`config.mk`:
```
export PLATFORM = sky130hd
export DESIGN_NAME = uart_receiver
export DESIGN_NICKNAME = d
export VERILOG_FILES = /design/src/rtl/uart_receiver.sv
export SDC_FILE = /design/constraint.sdc
export NUM_CORES = 1
export LEC_CHECK = 0
export BUFFER_PORTS_ARGS = -buffer_cell sky130_fd_sc_hd__buf_2
export CORE_UTILIZATION = 45
export DETAILED_ROUTE_END_ITERATION = 10
export PLACE_DENSITY_LB_ADDON = 0.1
export SLEW_MARGIN = 15
export SYNTH_ARGS = -nofsm -noshare
export SYNTH_HDL_FRONTEND = slang
export SYNTH_SLANG_ARGS = --single-unit
```
`constraint.sdc`:
```
create_clock -name clk -period 1.6 [get_ports clk]
set_input_delay 0.24 -clock clk [delete_from_list [all_inputs] [get_ports clk]]
set_output_delay 0.24 -clock clk [all_outputs]
set_load 0.05 [all_outputs]
```
`src/rtl/uart_receiver.sv`:
```
// 8-bit UART receiver, 8N1 framing, LSB first, with mid-bit sampling from a bit-period counter.
// Defining PARITY_EN adds a parity bit (8E1/8O1 via PARITY_ODD) and the parity_error port.
module uart_receiver #(
  parameter int CLKS_PER_BIT = 2604,
  parameter bit PARITY_ODD   = 1'b0
) (
  input  logic       clk,
  input  logic       rst,
  input  logic       rx,
  output logic [7:0] rx_data,
  output logic       rx_valid,
  output logic       frame_error,
`ifdef PARITY_EN
  output logic       parity_error,
`endif
  output logic       busy
);

  localparam int CNT_W = $clog2(CLKS_PER_BIT);
  localparam logic [CNT_W-1:0] CNT_FULL = CNT_W'(CLKS_PER_BIT - 1);
  localparam logic [CNT_W-1:0] CNT_HALF = CNT_W'(CLKS_PER_BIT / 2 - 1);

  typedef enum logic [2:0] {
    S_IDLE   = 3'd0,
    S_START  = 3'd1,
    S_DATA   = 3'd2,
    S_PARITY = 3'd3,
    S_STOP   = 3'd4
  } state_t;

  state_t           state_q, state_d;
  logic [CNT_W-1:0] cnt_q, cnt_d;
  logic [2:0]       bit_idx_q, bit_idx_d;
  logic [7:0]       shreg_q, shreg_d;
  logic [7:0]       rx_data_q, rx_data_d;
  logic             rx_valid_q, rx_valid_d;
  logic             frame_error_q, frame_error_d;
  logic             parity_error_q, parity_error_d;
  logic             sync1_q, rx_s_q, rx_prev_q;
  logic             half_tick, full_tick, fall_edge, parity_bad;

`ifdef PARITY_EN
  logic             par_q, par_d;

  function automatic logic expected_parity(input logic [7:0] d);
    return (^d) ^ PARITY_ODD;
  endfunction
`endif

  // Stage p0: two-flop synchroniser plus edge-history flop, all idling high
  always_ff @(posedge clk) begin
    if (rst) begin
      sync1_q   <= 1'b1;
      rx_s_q    <= 1'b1;
      rx_prev_q <= 1'b1;
    end else begin
      sync1_q   <= rx;
      rx_s_q    <= sync1_q;
      rx_prev_q <= rx_s_q;
    end
  end

  assign fall_edge = rx_prev_q & ~rx_s_q;
  assign half_tick = (cnt_q == CNT_HALF);
  assign full_tick = (cnt_q == CNT_FULL);

  // Stage p1: framing state register
  always_ff @(posedge clk) begin
    if (rst) begin
      state_q <= S_IDLE;
    end else begin
      state_q <= state_d;
    end
  end

  always_comb begin
    state_d = state_q;
    case (state_q)
      S_IDLE:   if (fall_edge) state_d = S_START;
      S_START:  if (half_tick) state_d = rx_s_q ? S_IDLE : S_DATA;
      S_DATA: begin
        if (full_tick && bit_idx_q == 3'd7) begin
`ifdef PARITY_EN
          state_d = S_PARITY;
`else
          state_d = S_STOP;
`endif
        end
      end
      S_PARITY: if (full_tick) state_d = S_STOP;
      S_STOP:   if (full_tick) state_d = S_IDLE;
      default:  state_d = S_IDLE;
    endcase
  end

`ifdef PARITY_EN
  assign parity_bad = (par_q != expected_parity(shreg_q));
`else
  // Without a parity bit the parity sense has no effect.
  assign parity_bad = PARITY_ODD & 1'b0;
`endif

  always_comb begin
    cnt_d          = cnt_q;
    bit_idx_d      = bit_idx_q;
    shreg_d        = shreg_q;
    rx_data_d      = rx_data_q;
    rx_valid_d     = 1'b0;
    frame_error_d  = 1'b0;
    parity_error_d = 1'b0;
`ifdef PARITY_EN
    par_d          = par_q;
`endif
    if (state_d != state_q || state_q == S_IDLE || full_tick) begin
      cnt_d = '0;
    end else begin
      cnt_d = cnt_q + 1'b1;
    end
    case (state_q)
      S_START: bit_idx_d = 3'd0;
      S_DATA: begin
        if (full_tick) begin
          shreg_d   = {rx_s_q, shreg_q[7:1]};
          bit_idx_d = bit_idx_q + 3'd1;
        end
      end
`ifdef PARITY_EN
      S_PARITY: if (full_tick) par_d = rx_s_q;
`endif
      S_STOP: begin
        if (full_tick) begin
          frame_error_d  = ~rx_s_q;
          parity_error_d = parity_bad;
          rx_valid_d     = rx_s_q & ~parity_bad;
          if (rx_s_q && !parity_bad) rx_data_d = shreg_q;
        end
      end
      default: ;
    endcase
  end

  // Stage p2: counters and registered result pulses
  always_ff @(posedge clk) begin
    if (rst) begin
      cnt_q          <= '0;
      bit_idx_q      <= 3'd0;
      rx_data_q      <= 8'd0;
      rx_valid_q     <= 1'b0;
      frame_error_q  <= 1'b0;
      parity_error_q <= 1'b0;
    end else begin
      cnt_q          <= cnt_d;
      bit_idx_q      <= bit_idx_d;
      rx_data_q      <= rx_data_d;
      rx_valid_q     <= rx_valid_d;
      frame_error_q  <= frame_error_d;
      parity_error_q <= parity_error_d;
    end
  end

  always_ff @(posedge clk) begin
    shreg_q <= shreg_d;
`ifdef PARITY_EN
    par_q   <= par_d;
`endif
  end

  assign rx_data     = rx_data_q;
  assign rx_valid    = rx_valid_q;
  assign frame_error = frame_error_q;
  assign busy        = (state_q != S_IDLE);
`ifdef PARITY_EN
  assign parity_error = parity_error_q;
`else
  logic unused_parity_error;
  assign unused_parity_error = parity_error_q;
`endif

endmodule

```
==> reports/qor.yml <==
worst_setup_path:
  crit_chain: "ha_1 -> and3_4 -> nand4_1 -> or2_0 -> a21oi_1"
  path_class: "reg -> reg"
  max_stage_delay_ns: 0.40
  slowest_stage: "dfxtp_1"
  cp-end-kind: "register"
  critPathRequiredTime_ns: 1.83
  critical_path.max_fanout: 6
  startpoint_type: "register"
  critPathArrivalTime_ns: 1.76
sta:
  finalSetupViolCount: 0
  hold_slack_ns: 0.123
  period_minus_slack_ns: 1.53
  max_freq_ghz: 0.653
  hold_viol: 0
  drv_slew: 0
  rsz0062_at_grt: "yes"
  tightestPinTransition_ns: 0.375
  slew_headroom: 0.748
  fin_skew_ns: 0.00853
  fin_crit_sh: 0.958
  fin_tns_setup_ns: 0
power:
  p_total_w: 0.00186
  ir_drop_mv: 0.574
  p_leak_nw: 0.824
  p_per_area_mw_per_mm2: 920
floorplanning:
  initial_core_util: 0.482
  die_w_um: 62.7
  die_h_um: 62.7
  die_area_mm2: 0.00394
  row_count: 21
  io_pins: 14
  coreArea_mm2: 0.00344
clock_tree:
  clk_latency_ns: 0.30
  cts_hold_buf: 0
  clock_sinks: 39
  clockRootBuffer: "clkbuf_8"
  htreeDepth: 2
  clkTransAtPathRegs_ns: 0.08
  clockBufferDepth: 2
  cts_tree: "done"
  cts_inserted_buffers: 5
logic_synthesis:
  yosys_most_used_dff: "dfxtp_1"
  syn_avg_cell_area_um2: 10.1
  synth-edff-count: 8
  ys_types: 37
  synth_fp_nets: 171
  synth_seq_area_share: 0.518
  netlist_area_mm2: 0.00166
  ys_ff_latch: 39
  syn_inst: 164
  async_reset_ff_frac: 0
  ys_warn_count: 0
route:
  drc: 0
  postRouteAntennaNets: 0
  via_per_inst: 5.17
  first_pass_iters: 4
  wl_um: 3170
  drtIter0Drc: 32
  dr_total_vias: 1252
  post_drt_wl_per_cell_um: 13.1
placement:
  globalplace.congestion: 0.825
  portBuffers: 13
  placed_area_mm2: 0.00186
  hpwl_um: 2180
final_layout:
  fillCellCount: 305
  final_area_mm2: 0.00202
  area_delta_synth_final_pct: 21.9
  drive_gt1_frac: 0.291
  layout_commonest_cell: "nor2_1"
  layout.cells.most_common_list: "nor2_1 (28), dfxtp_1 (27), buf_4 (20)"
  layout.nets: 202
  n_antenna_cell: 0
global_routing:
  antenna_found_initial: 0
  grt_pass1_wl_um: 5160
  grt_overflow_total: 0
  grt_use_total: 0.171
  grt_max_degree: 20
  grt_pass1_vias: 1154
outcome:
  status: "finished clean"
flow_run:
  drv_cap: 0
worst_hold_path:
  hold_path.class: "in -> reg"
-- registers in the layout, indices dropped and copies added, names as in the netlist --
| register | count |
|---|---|
| bit_idx_q | 3 |
| shreg_q | 8 |
| state_q | 3 |
| rx_s_q | 1 |
| rx_valid | 1 |
| rx_prev_q | 1 |
| frame_error | 1 |
| sync1_q | 1 |
| rx_data | 8 |
| cnt_q | 12 |
-- critical path, delay by kind of cell, from the launching register on --
family | cells | cell delay (ns)
fa+ha+maj | 1 | 0.19
simple gates | 3 | 0.72
compound gates | 1 | 0.14
flops | 1 | 0.40
-- synthesized netlist by cell type, types with 3 or more instances --
library cell | n | share of area
dfxtp_1 | 31 | 0.37
nor2_1 | 28 | 0.063
nand3_1 | 11 | 0.033
edfxtp_1 | 8 | 0.14
mux2i_1 | 8 | 0.048
inv_1 | 7 | 0.016
nand4_1 | 7 | 0.026
nor3_1 | 6 | 0.018
a21oi_1 | 5 | 0.015
buf_2 | 5 | 0.015
xnor2_1 | 5 | 0.026
ha_1 | 4 | 0.030
nand2_1 | 4 | 0.0090
xor2_1 | 4 | 0.021
or2_0 | 3 | 0.011
-- power by group --
group	leakage (nW)	total (W)	internal (W)	switching, W
Combinational	0.441	0.0000455	0.0000156	0.0000298
Sequential	0.324	0.00100	0.00100	0.00000327
Clock	0.0581	0.000813	0.000464	0.000349
Total	0.824	0.00186	0.00148	0.000382
-- timing repair --
item                                    in CTS  in global routing
hold endpoints to repair                     0                  0
gates resized for setup                      2                  8
pin swaps                                    1                  4
setup buffers                                0                  3
endpoints found under the setup margin       4                 17
-- worst paths after layout --
path | slack, ns | depth (start not counted) | endpoint | startpoint
setup / recovery | 0.07 | 5 | bit_idx_q[1] | cnt_q[1]
hold / removal | 0.12 | 2 | sync1_q | rx
setup reg to reg | 0.07 | 5 | bit_idx_q[1] | cnt_q[1]
hold reg to reg | 0.43 | 1 | rx_s_q | sync1_q
-- logic make-up after synthesis --
family / Yosys count / share of synthesized area
AO/OA/AOI/OAI: 11 / 0.0399
XOR/XNOR: 9 / 0.0475
adder cells (fa/ha/maj): 4 / 0.0301
buffers and inverters: 16 / 0.0467
flip-flops: 39 / 0.518
multiplexers: 8 / 0.0482
AND/OR/NAND/NOR: 77 / 0.269
-- per-layer routing --
layer | share of wire | track usage | vias up
met2 | 0.48 | 0.280 | 19
li1 | - | - | 625
met5 | 0 | 0 | -
met4 | 0.017 | 0.0698 | 0
met3 | 0.028 | 0.0547 | 6
met1 | 0.47 | 0.208 | 602
-- metrics by stage --
stage,setup slack [ns],instances,util
CTS,0.0424,239,0.575
finish,0.0677,242,0.588
floorplan,0.0299,164,-
global placement,0.0536,231,0.540
detailed placement,-0.0294,231,0.540
global route,-0.0166,242,0.588
-- layout make-up --
cell class / count / area, µm² / share of cell area
multi-input combinational: 109 / 744 / 0.368
inverter: 7 / 26.3 / 0.0130
tap: 46 / 57.6 / 0.0284
clock inverter: 3 / 43.8 / 0.0216
timing repair buffer: 33 / 215 / 0.106
clock buffer: 5 / 68.8 / 0.0340
sequential: 39 / 868 / 0.429
(Power assumes the default switching activity.)
